### config.mk
export PLATFORM = sky130hd
export DESIGN_NAME = fifo_rd_ctrl_flat
export DESIGN_NICKNAME = d
export VERILOG_FILES = /design/src/rtl/fifo_rd_ctrl_if.sv /design/src/rtl/fifo_rd_ctrl.sv /design/src/flat_wrapper.sv
export SDC_FILE = /design/constraint.sdc
export NUM_CORES = 1
export LEC_CHECK = 0
export CORE_ASPECT_RATIO = 1.75
export CORE_MARGIN = 5
export CORE_UTILIZATION = 27
export DETAILED_ROUTE_END_ITERATION = 16
export PLACE_DENSITY = 0.54
export SLEW_MARGIN = 20
export SYNTH_ARGS = -nofsm -noshare
export SYNTH_HDL_FRONTEND = slang
export SYNTH_SLANG_ARGS = --single-unit
### constraint.sdc
create_clock -name clk -period 6.09 [get_ports clk]
set_clock_uncertainty 0.1 [all_clocks]
set_input_delay 0.9135 -clock clk [delete_from_list [all_inputs] [get_ports clk]]
set_output_delay 0.9135 -clock clk [all_outputs]
set_load 0.01 [all_outputs]
### src/rtl/fifo_rd_ctrl_if.sv
// Handshake bundle between the read controller, the upstream FIFO read port
// and the downstream valid/ready consumer.
interface fifo_rd_ctrl_if #(
    parameter int DATA_WIDTH = 8
);
    logic                  fifo_empty;
    logic [DATA_WIDTH-1:0] fifo_data;
    logic                  fifo_rd;
    logic                  out_ready;
    logic                  out_valid;
    logic [DATA_WIDTH-1:0] out_data;

    // Controller side: issues reads upstream and presents words downstream.
    modport master (
        input  fifo_empty,
        input  fifo_data,
        input  out_ready,
        output fifo_rd,
        output out_valid,
        output out_data
    );

    // Environment side: the FIFO and the consumer.
    modport slave (
        output fifo_empty,
        output fifo_data,
        output out_ready,
        input  fifo_rd,
        input  out_valid,
        input  out_data
    );
endinterface

### src/rtl/fifo_rd_ctrl.sv
// FIFO read controller: fetches words from a registered-output FIFO (1-cycle
// read latency) into a 2-entry skid buffer and streams them downstream over a
// valid/ready handshake at up to one word per cycle.
module fifo_rd_ctrl #(
    parameter int DATA_WIDTH = 8,
    parameter int CNT_WIDTH  = 8
) (
    input  logic                 clk,
    input  logic                 reset,
    input  logic                 en,
    fifo_rd_ctrl_if.master       bus,
    output logic                 busy,
    output logic [CNT_WIDTH-1:0] words_out
);
    typedef enum logic [1:0] {
        IDLE  = 2'd0,
        RUN   = 2'd1,
        DRAIN = 2'd2
    } state_t;

    state_t                state;
    logic                  armed;     // low only until the first edge after reset release
    logic [1:0]            count;     // skid buffer occupancy, 0..2
    logic                  inflight;  // a read was issued last cycle; its data arrives now
    logic [DATA_WIDTH-1:0] head;      // oldest buffered word
    logic [DATA_WIDTH-1:0] tail;      // second word, valid when count == 2
    logic                  pop;
    logic [1:0]            used;      // occupancy after this cycle's capture and pop

    assign bus.out_valid = (count != 2'd0);
    assign bus.out_data  = head;
    assign pop           = bus.out_valid & bus.out_ready;
    // Never underflows: pop implies count >= 1. Maximum is 2 + 1 = 3.
    assign used          = count + {1'b0, inflight} - {1'b0, pop};

    // A read is only issued if its word is guaranteed a buffer slot next cycle.
    assign bus.fifo_rd = (state == RUN) & en & ~bus.fifo_empty & (used < 2'd2);

    // Control state machine; busy is registered alongside the state.
    always_ff @(posedge clk or negedge reset) begin
        if (!reset) begin
            state <= IDLE;
            busy  <= 1'b0;
            armed <= 1'b0;
        end else begin
            armed <= 1'b1;
            case (state)
                IDLE: begin
                    // Held off for one edge after reset so outputs stay quiet.
                    if (en && armed) begin
                        state <= RUN;
                        busy  <= 1'b1;
                    end
                end
                RUN: begin
                    if (!en) begin
                        if ((count != 2'd0) || inflight) begin
                            state <= DRAIN;
                        end else begin
                            state <= IDLE;
                            busy  <= 1'b0;
                        end
                    end
                end
                DRAIN: begin
                    // No reads in DRAIN, so next-cycle holdings equal used.
                    if (en) begin
                        state <= RUN;
                    end else if (used == 2'd0) begin
                        state <= IDLE;
                        busy  <= 1'b0;
                    end
                end
                default: begin
                    state <= IDLE;
                    busy  <= 1'b0;
                end
            endcase
        end
    end

    // Skid buffer: capture the returning read word at the tail, pop the head on transfer.
    always_ff @(posedge clk or negedge reset) begin
        if (!reset) begin
            count    <= 2'd0;
            inflight <= 1'b0;
            head     <= '0;
            tail     <= '0;
        end else begin
            inflight <= bus.fifo_rd;
            case ({inflight, pop})
                2'b10: begin
                    if (count == 2'd0) begin
                        head <= bus.fifo_data;
                    end else begin
                        tail <= bus.fifo_data;
                    end
                    count <= count + 2'd1;
                end
                2'b01: begin
                    head  <= tail;
                    count <= count - 2'd1;
                end
                2'b11: begin
                    // Capture and pop together: occupancy unchanged, order kept.
                    if (count == 2'd1) begin
                        head <= bus.fifo_data;
                    end else begin
                        head <= tail;
                        tail <= bus.fifo_data;
                    end
                end
                default: begin
                end
            endcase
        end
    end

    // Completed-transfer counter, wraps naturally.
    always_ff @(posedge clk or negedge reset) begin
        if (!reset) begin
            words_out <= '0;
        end else if (pop) begin
            words_out <= words_out + CNT_WIDTH'(1);
        end
    end
endmodule

### src/flat_wrapper.sv
// flat-port wrapper written by rule: the top's interface ports become plain ports
module fifo_rd_ctrl_flat 
#(
    parameter int DATA_WIDTH = 8,
    parameter int CNT_WIDTH  = 8
)
  (clk, reset, en, busy, words_out, bus_fifo_empty, bus_fifo_data, bus_out_ready, bus_fifo_rd, bus_out_valid, bus_out_data);
  fifo_rd_ctrl_if #(.DATA_WIDTH(DATA_WIDTH)) bus_i ();
  input  logic clk;
  input  logic reset;
  input  logic en;
  output logic busy;
  output logic [CNT_WIDTH-1:0] words_out;
  input wire logic [$bits(bus_i.fifo_empty)-1:0] bus_fifo_empty;
  input wire logic [$bits(bus_i.fifo_data)-1:0] bus_fifo_data;
  input wire logic [$bits(bus_i.out_ready)-1:0] bus_out_ready;
  output wire logic [$bits(bus_i.fifo_rd)-1:0] bus_fifo_rd;
  output wire logic [$bits(bus_i.out_valid)-1:0] bus_out_valid;
  output wire logic [$bits(bus_i.out_data)-1:0] bus_out_data;
  assign bus_i.fifo_empty = bus_fifo_empty;
  assign bus_i.fifo_data = bus_fifo_data;
  assign bus_i.out_ready = bus_out_ready;
  assign bus_fifo_rd = bus_i.fifo_rd;
  assign bus_out_valid = bus_i.out_valid;
  assign bus_out_data = bus_i.out_data;
  fifo_rd_ctrl #(.DATA_WIDTH(DATA_WIDTH), .CNT_WIDTH(CNT_WIDTH)) u_core (.clk(clk), .reset(reset), .en(en), .bus(bus_i), .busy(busy), .words_out(words_out));
endmodule
==> impl_metrics.json, run 1 <==
{
  "status": "finished, final reports clean",
  "antenna_found_initial": 0,
  "hp-class": "reg -> reg",
  "syn_area_um2": 1498,
  "cts_hold_buf": 0,
  "antenna_cells": 0,
  "dieArea_um2": 7195,
  "holdCritStartpoint": "u_core.words_out[7]",
  "clk_pin_slew_ns": 0.06,
  "startpoint_type": "input port",
  "antenna_left": 0,
  "start_util_pct": 27.25,
  "setup_viol": 0,
  "rsz0062_at_grt": "false",
  "fin_area_um2": 2001,
  "nets": 181,
  "htreeDepth": 2,
  "cp_slowest_cell": "clkdlybuf4s50_1",
  "gp_congestion": 0.7735,
  "clock-root-buffer": "clkbuf_8",
  "crit_arrival_ns": 3.60,
  "reg2reg_from": "u_core.count[0]",
  "row_count": 36,
  "ys_seq_elements": 31,
  "synth_cells": 127,
  "io_pins": 32,
  "drive_above_1_share_pct": 14.63,
  "power_density_nw_per_um2": 476.3,
  "crit_chain": "clkdlybuf4s50_1 > and2b_1 > xnor2_1 > ha_1 > xnor2_1 > xnor2_1 > nor4b_1 > clkdlybuf4s50_1",
  "grtUsageTotal_pct": 9.542,
  "hold_path_depth": 1,
  "nFillCells": 597,
  "grt_max_degree": 32,
  "grt_pass1_wl_um": 5202,
  "syn2layout_area_growth_pct": 33.58,
  "fin_tns_setup_ns": 0,
  "drc": 0,
  "overflow": 0,
  "worstPathRequired_ns": 5.08,
  "max_cap_viol_count": 0,
  "worstPathMaxFanout": 10,
  "grt_pass1_vias": 1130,
  "fmax_mhz": 216.9,
  "yosysSeqAreaShare_pct": 51.80,
  "cp_common_cell": "xnor2_1",
  "timing.final.crit_share_pct": 75.72,
  "hold_viol": 0,
  "dpl.hpwl_um": 2298,
  "first_pass_iters": 4,
  "path_class": "in -> out",
  "dieHeight_um": 108.5,
  "vias_per_cell": 4.417,
  "crit_path_end_kind": "output pin",
  "power_leakage_nw": 0.8722,
  "post_cts_resized": 0,
  "reg2reg_depth": 8,
  "critPathMaxStageDelay_ns": 0.62,
  "drt-total-wl_um": 3031,
  "crit_start": "bus_out_ready",
  "layout_common_cells": "31 x clkdlybuf4s50_1, 31 x dfrtp_1, 15 x nand2_1, 10 x o21ai_0",
  "ys.warnings.count": 0,
  "clock-sinks": 31,
  "synth.distinct_cells": 32,
  "numPortBuffers": 31,
  "clock_latency_ns": 0.28,
  "clock_path_buffers": 2,
  "drt_iter0_drc": 17,
  "slew_viol_final": 0,
  "wl_per_cell_um": 12.63,
  "placed_cell_area_um2": 1883,
  "syn_area_per_cell_um2": 11.79,
  "post_cts_buffers": 0,
  "period_minus_slack_ns": 4.611,
  "coreArea_um2": 5495,
  "numCtsBuffers": 5,
  "vias": 1060,
  "cts_tree": "done",
  "die_w_um": 66.30,
  "synth_nets": 145,
  "peakVddDrop_mv": 0.1554
}
==> synth_stat cells <==
| library cell | n | share of area (%) |
|---|---|---|
| nand2b_1 | 3 | 1.3 |
| and3_1 | 2 | 0.84 |
| and4_4 | 1 | 0.75 |
| and2b_1 | 1 | 0.50 |
| a21boi_0 | 2 | 1.0 |
| mux2_2 | 9 | 6.8 |
| xor2_1 | 2 | 1.2 |
| nand3_2 | 2 | 1.3 |
| buf_2 | 1 | 0.33 |
| a21o_1 | 1 | 0.50 |
| o211ai_1 | 1 | 0.50 |
| inv_1 | 4 | 1.0 |
| o21ai_0 | 10 | 3.3 |
| nor2b_1 | 1 | 0.42 |
| buf_6 | 2 | 1.5 |
| a21oi_1 | 3 | 1.0 |
| o32ai_1 | 1 | 0.58 |
| dfrtp_1 | 31 | 52 |
| nand2_1 | 15 | 3.8 |
| mux2i_1 | 9 | 6.0 |
| nand3b_2 | 1 | 0.75 |
| nor4b_1 | 1 | 0.58 |
| nor3b_2 | 1 | 0.84 |
| conb_1 | 1 | 0.25 |
| nor3_1 | 2 | 0.67 |
| a221oi_1 | 1 | 0.58 |
| xnor2_1 | 9 | 5.3 |
| ha_1 | 5 | 4.2 |
| a211oi_1 | 1 | 0.50 |
| a21oi_4 | 1 | 1.1 |
| nor2_1 | 2 | 0.50 |
| nand4_1 | 1 | 0.42 |
==> metrics by stage <==
stage	hold WS (ns)	power, W	std cells	setup slack, ns	util, %
6_report	0.3752	0.0009528	240	1.479	36.41
3_3_place_gp	0.3619	0.0007375	232	1.575	34.27
3_5_place_dp	0.3725	0.0007572	232	1.483	34.27
5_1_grt	0.4094	0.001026	240	1.270	36.41
4_1_cts	0.3829	0.0009696	240	1.443	36.41
2_1_floorplan	0.3787	0.0005914	127	2.759	-
==> critical path, delay by kind of cell <==
kind | cells | cell delay, ns
and+or+nand+nor | 2 | 0.83
buffers and inverters | 2 | 1.22
adders and majority gates | 1 | 0.20
xor gates and xnor gates | 3 | 0.42
==> layout make-up <==
| type | count | area, µm² | share of cell area [%] |
|---|---|---|---|
| Clock inverter | 2 | 35.03 | 1.751 |
| Sequential cell | 31 | 775.7 | 38.77 |
| Inverter | 4 | 15.01 | 0.7505 |
| Timing Repair Buffer | 32 | 317.8 | 15.88 |
| Tap cell | 76 | 95.09 | 4.753 |
| Multi-Input combinational cell | 89 | 679.4 | 33.96 |
| Clock buffer | 6 | 82.58 | 4.128 |
==> flip-flops by register name (all words and copies together), names as in the netlist <==
name                 flops
u_core.busy              1
u_core.state             2
u_core.words_out         8
u_core.count             2
u_core.armed             1
u_core.tail              8
u_core.inflight          1
u_core.bus.out_data      8
==> metal layers <==
| layer | vias up | wire length, µm | global-route usage [%] |
|---|---|---|---|
| met1 | 524 | 1173 | 10.06 |
| li1 | 511 | - | - |
| met4 | 0 | 85 | 5.233 |
| met3 | 5 | 91 | 2.183 |
| met2 | 20 | 1682 | 16.99 |
| met5 | - | 0 | 0 |
==> report_power, final <==
group / internal (W) / total [W] / switching, W
Combinational: 0.000214 / 0.000388 / 0.000175
Clock: 0.000132 / 0.000208 / 0.0000753
Sequential: 0.000290 / 0.000357 / 0.0000674
Total: 0.000636 / 0.000953 / 0.000317
==> cell families after synthesis <==
group | share of synthesized area, %
and+or+nand+nor | 12.62
buffers and inverters | 2.840
other | 0.2504
adders and majority gates | 4.177
AOI/OAI and AO/OA | 9.107
muxes | 12.78
DFF | 51.80
xor gates and xnor gates | 6.433
==> worst paths after layout <==
path / end / slack [ns]
worst min-delay path: u_core.words_out[7] / 0.38
worst min register to register: u_core.words_out[7] / 0.38
worst max-delay path: bus_fifo_rd / 1.48
min in group asynchronous: u_core.tail[7] / 0.93
max in group asynchronous: u_core.count[1] / 4.66
worst max register to register: u_core.inflight / 3.51
Note: power is estimated with default switching activity, not from simulation.
==> inputs of run 2 (changes only) <==
clock period = 4.45 ns   (was 6.09 ns; I/O delays follow)
==> run 2 against run 1 <==
Net effect: design area grew 0.38%; cell count grew 0.42%; register-to-register slack lost 1.4 ns; clock power grew 38%; sequential power grew 36%; global-route usage grew 0.17 points; via count grew 0.57%; critical path depth is the same.
==> impl_metrics.json, run 2 (synthesis results as in run 1) <==
{
  "status": "finished, final reports clean",
  "clock-root-buffer": "clkbuf_8",
  "vias": 1066,
  "path_class": "in -> out",
  "cp_slowest_cell": "clkdlybuf4s50_1",
  "post_cts_buffers": 0,
  "dp_cells": 233,
  "reg2reg_depth": 8,
  "htreeDepth": 2,
  "die_w_um": 66.30,
  "cp_common_cell": "xnor2_1",
  "nFillCells": 606,
  "clock_path_buffers": 2,
  "overflow": 0,
  "worstPathRequired_ns": 3.68,
  "hold_end": "u_core.words_out[7]",
  "clock_latency_ns": 0.27,
  "grtUsageTotal_pct": 9.712,
  "row_count": 36,
  "crit_chain": "clkdlybuf4s50_1 > and2b_1 > xnor2_1 > ha_1 > xnor2_1 > xnor2_1 > nor4b_1 > clkdlybuf4s50_1",
  "coreArea_um2": 5495,
  "clk_pin_slew_ns": 0.06,
  "reg2reg_from": "u_core.count[0]",
  "period_minus_slack_ns": 3.809,
  "startpoint_type": "input port",
  "cts_tree": "done",
  "grt_pass1_wl_um": 5244,
  "holdCritStartpoint": "u_core.words_out[7]",
  "cp_top_family": "buffers and inverters",
  "reg2reg_slack_ns": 2.12,
  "antenna_left": 0,
  "dpl.hpwl_um": 2317,
  "fmax_mhz": 262.5,
  "antenna_cells": 0,
  "antenna_found_initial": 0,
  "numPortBuffers": 31,
  "syn2layout_area_growth_pct": 34.09,
  "holdWs_ns": 0.3704,
  "nets": 182,
  "wl_per_cell_um": 12.58,
  "start_util_pct": 27.25,
  "grt_pass1_vias": 1190,
  "hp-class": "reg -> reg",
  "setup_viol": 0,
  "hold_path_depth": 1,
  "slew_viol_final": 0,
  "grt_max_degree": 32,
  "power_leakage_nw": 0.8772,
  "first_pass_iters": 4,
  "layout_common_cells": "31 x clkdlybuf4s50_1, 31 x dfrtp_1, 15 x nand2_1, 10 x o21ai_0",
  "power_density_nw_per_um2": 651.2,
  "hold_viol": 0,
  "drc": 0,
  "numCtsBuffers": 5,
  "post_cts_resized": 0,
  "clock-sinks": 31,
  "critPathMaxStageDelay_ns": 0.61,
  "placed_cell_area_um2": 1891,
  "gp_congestion": 0.6812,
  "drive_above_1_share_pct": 15.15,
  "fin_tns_setup_ns": 0,
  "io_pins": 32,
  "r2r_end": "u_core.inflight",
  "drt-total-wl_um": 3031,
  "crit_path_end_kind": "output pin",
  "rsz0062_at_grt": "false",
  "final_cells": 241,
  "vias_per_cell": 4.423,
  "worst-path-buf-inv": 2,
  "drt_iter0_drc": 25,
  "worstPathMaxFanout": 7,
  "cts_hold_buf": 0,
  "dieHeight_um": 108.5,
  "timing.final.crit_share_pct": 85.60,
  "fin_area_um2": 2008,
  "dieArea_um2": 7195,
  "crit_arrival_ns": 3.04,
  "max_cap_viol_count": 0,
  "peakVddDrop_mv": 0.2069
}
-- run 2: cell types whose count changed in the layout (fill, tap and decap cells not counted) --
| cell | change |
|---|---|
| buf_4 | +1 |
-- run 2: layout make-up --
class,instances,area [µm²],area share (%)
clock buffers,6,82.58,4.112
clock inverters,2,35.03,1.745
inverters,4,15.01,0.7477
multi-input cells,89,679.4,33.83
flip-flops and latches,31,775.7,38.63
well taps,76,95.09,4.735
repair buffers,33,325.3,16.20
-- run 2: per-stage QoR --
stage	power, W	util [%]	setup slack [ns]
6_report	0.001308	36.54	0.6408
5_1_grt	0.001412	36.54	0.4235
4_1_cts	0.001332	36.54	0.6027
3_5_place_dp	0.001038	34.40	0.6106
3_3_place_gp	0.001012	34.40	0.6590
2_1_floorplan	0.0008094	-	1.471
-- run 2: worst max-delay path by stage --
stage                       end            start  slack, ns  depth (start not counted)
floorplan           bus_fifo_rd  u_core.count[0]       1.47                          9
global placement    bus_fifo_rd    bus_out_ready       0.66                          8
detailed placement  bus_fifo_rd    bus_out_ready       0.61                          8
CTS                 bus_fifo_rd    bus_out_ready       0.60                          8
global route        bus_fifo_rd    bus_out_ready       0.42                          8
finish              bus_fifo_rd    bus_out_ready       0.64                          8
-- run 2: power by group --
group | total, W | leakage [nW] | internal, W | switching, W
Sequential | 0.000487 | 0.389 | 0.000396 | 0.0000910
Clock | 0.000286 | 0.0612 | 0.000181 | 0.000105
Combinational | 0.000535 | 0.427 | 0.000296 | 0.000239
Total | 0.00131 | 0.877 | 0.000873 | 0.000434
-- run 2: routing by layer --
metal / share of wire, % / routed length, µm / GRT usage [%]
met1: 38 / 1137 / 9.215
met2: 56 / 1683 / 17.84
met3: 4.0 / 120 / 2.807
met4: 2.9 / 89 / 5.669
met5: 0 / 0 / 0
==> inputs of run 3 (changes only) <==
--- a/config.mk
+++ b/config.mk
@@ -11,3 +11,5 @@
 export DETAILED_ROUTE_END_ITERATION = 16
+export GPL_TIMING_DRIVEN = 0
 export PLACE_DENSITY = 0.54
+export SETUP_SLACK_MARGIN = 0.5
 export SLEW_MARGIN = 20
--- a/constraint.sdc
+++ b/constraint.sdc
@@ -4,2 +4,2 @@
 set_output_delay 0.6675 -clock clk [all_outputs]
-set_load 0.01 [all_outputs]
+set_load 0.05 [all_outputs]
==> run 3 against run 2 <==
Net effect: clock-buffer cell count unchanged; design area decreased by 1.1%; critical endpoint unchanged; routed wire length increased by 0.49%; combinational power increased by 44%; non-clock buffer count increased by 1; global-route usage decreased by 0.21 points; via count increased by 0.28%; core utilization decreased by 0.39 points; critical path depth increased by 1.
==> impl_metrics.json, run 3 (synthesis results as in run 1) <==
{
  "fin_area_um2": 1987,
  "holdWs_ns": 0.3361,
  "grt_max_degree": 32,
  "first_pass_iters": 3,
  "antenna_found_initial": 0,
  "power_density_nw_per_um2": 739.8,
  "peakVddDrop_mv": 0.1929,
  "syn2layout_area_growth_pct": 32.67,
  "fin_tns_setup_ns": 0,
  "worstMarginPinSlew_ns": 0.7012,
  "worstPathRequired_ns": 3.68,
  "post_cts_buffers": 0,
  "fmax_mhz": 277.4,
  "clock-root-buffer": "clkbuf_8",
  "drc": 0,
  "start_util_pct": 27.25,
  "grtUsageTotal_pct": 9.499,
  "io_pins": 32,
  "power_leakage_nw": 0.8733,
  "slew_viol_final": 0,
  "drt-total-wl_um": 3046,
  "crit_path_end_kind": "output pin",
  "hold_viol": 0,
  "cts_tree": "done",
  "antenna_cells": 0,
  "row_count": 36,
  "cts_hold_buf": 0,
  "htreeDepth": 2,
  "final_util_pct": 36.16,
  "setup_viol": 0,
  "die_w_um": 66.30,
  "max_slew_margin_pct": 53.25,
  "crit_arrival_ns": 2.84,
  "clk_pin_slew_ns": 0.06,
  "multi_input_area_um2": 685.7,
  "dieHeight_um": 108.5,
  "regArea_um2": 775.7,
  "clock-sinks": 31,
  "gp_congestion": 0.6795,
  "dieArea_um2": 7195,
  "startpoint_type": "input port",
  "drive_above_1_share_pct": 16.97,
  "antenna_left": 0,
  "overflow": 0,
  "clock_path_buffers": 2,
  "vias": 1069,
  "path_class": "in -> out",
  "dpl.hpwl_um": 2390,
  "status": "finished, final reports clean",
  "period_minus_slack_ns": 3.605,
  "wl_per_cell_um": 12.64,
  "coreArea_um2": 5495,
  "numPortBuffers": 31,
  "numCtsBuffers": 5,
  "layout_common_cells": "31 x dfrtp_1, 29 x clkdlybuf4s50_1, 15 x nand2_1, 10 x o21ai_0",
  "nFillCells": 601,
  "clock_latency_ns": 0.27,
  "nets": 183,
  "grt_pass1_wl_um": 5244,
  "timing.final.crit_share_pct": 81.00,
  "vias_per_cell": 4.436,
  "grt_pass1_vias": 1115,
  "max_cap_viol_count": 0,
  "hp-class": "in -> async",
  "drt_iter0_drc": 15,
  "final_common_cell": "dfrtp_1",
  "rsz0062_at_grt": "false",
  "worstPathMaxFanout": 10,
  "placed_cell_area_um2": 1904,
  "reg2reg_depth": 10
}
[run 3: layout make-up]
type                       instances  area share, %
sequential                        31          39.04
multi-input combinational         89          34.51
timing repair buffer              31          15.11
tap                               76          4.786
clock buffer                       6          4.156
buffer                             3          1.385
inverter                           4         0.7557
clock inverter                     1         0.2519
[run 3: timing repair]
| item | 4_1_cts | 5_1_grt |
|---|---|---|
| setup endpoints to repair | 1 | 1 |
| cloned | 0 | 0 |
| gates resized for setup | 1 | 3 |
[run 3: power by group]
part           switching, W  leakage, nW  internal [W]
clock             0.0000961       0.0470      0.000121
sequential        0.0000870        0.389      0.000397
combinational      0.000466        0.437      0.000303
[run 3: metrics by stage]
step	setup WS (ns)	total power (W)	cells
6_report	0.8454	0.001470	241
5_1_grt	0.6810	0.001575	241
4_1_cts	0.5590	0.001498	241
3_5_place_dp	0.2745	0.001270	234
3_3_place_gp	0.2715	0.001250	234
2_1_floorplan	1.001	0.001026	127
[run 3: path summary, 6_finish.rpt]
check / endpoint / slack (ns) / from
min: u_core.bus.out_data[3] / 0.34 / reset
min in group clk: u_core.words_out[7] / 0.37 / u_core.words_out[7]
min reg2reg: u_core.words_out[7] / 0.37 / u_core.words_out[7]
max in group asynchronous: u_core.words_out[7] / 3.46 / reset
max: bus_fifo_rd / 0.85 / bus_out_ready
max reg2reg: u_core.state[1] / 2.02 / u_core.count[0]
[run 3: worst max-delay path, stage by stage]
cell and delay, ns:
clkdlybuf4s50_1 0.53, and2b_1 0.23, buf_6 0.14, xnor2_1 0.13, ha_1 0.19, xnor2_1 0.13, xnor2_1 0.17, nor4b_2 0.32
clkbuf_2 0.33
[run 3: per-layer routing]
metal / share of wire, % / vias to the layer above / global-route usage (%)
li1: - / 515 / -
met3: 4.3 / 5 / 2.287
met2: 56 / 18 / 17.13
met1: 37 / 531 / 9.792
met5: 0 / - / 0
met4: 2.3 / 0 / 5.087
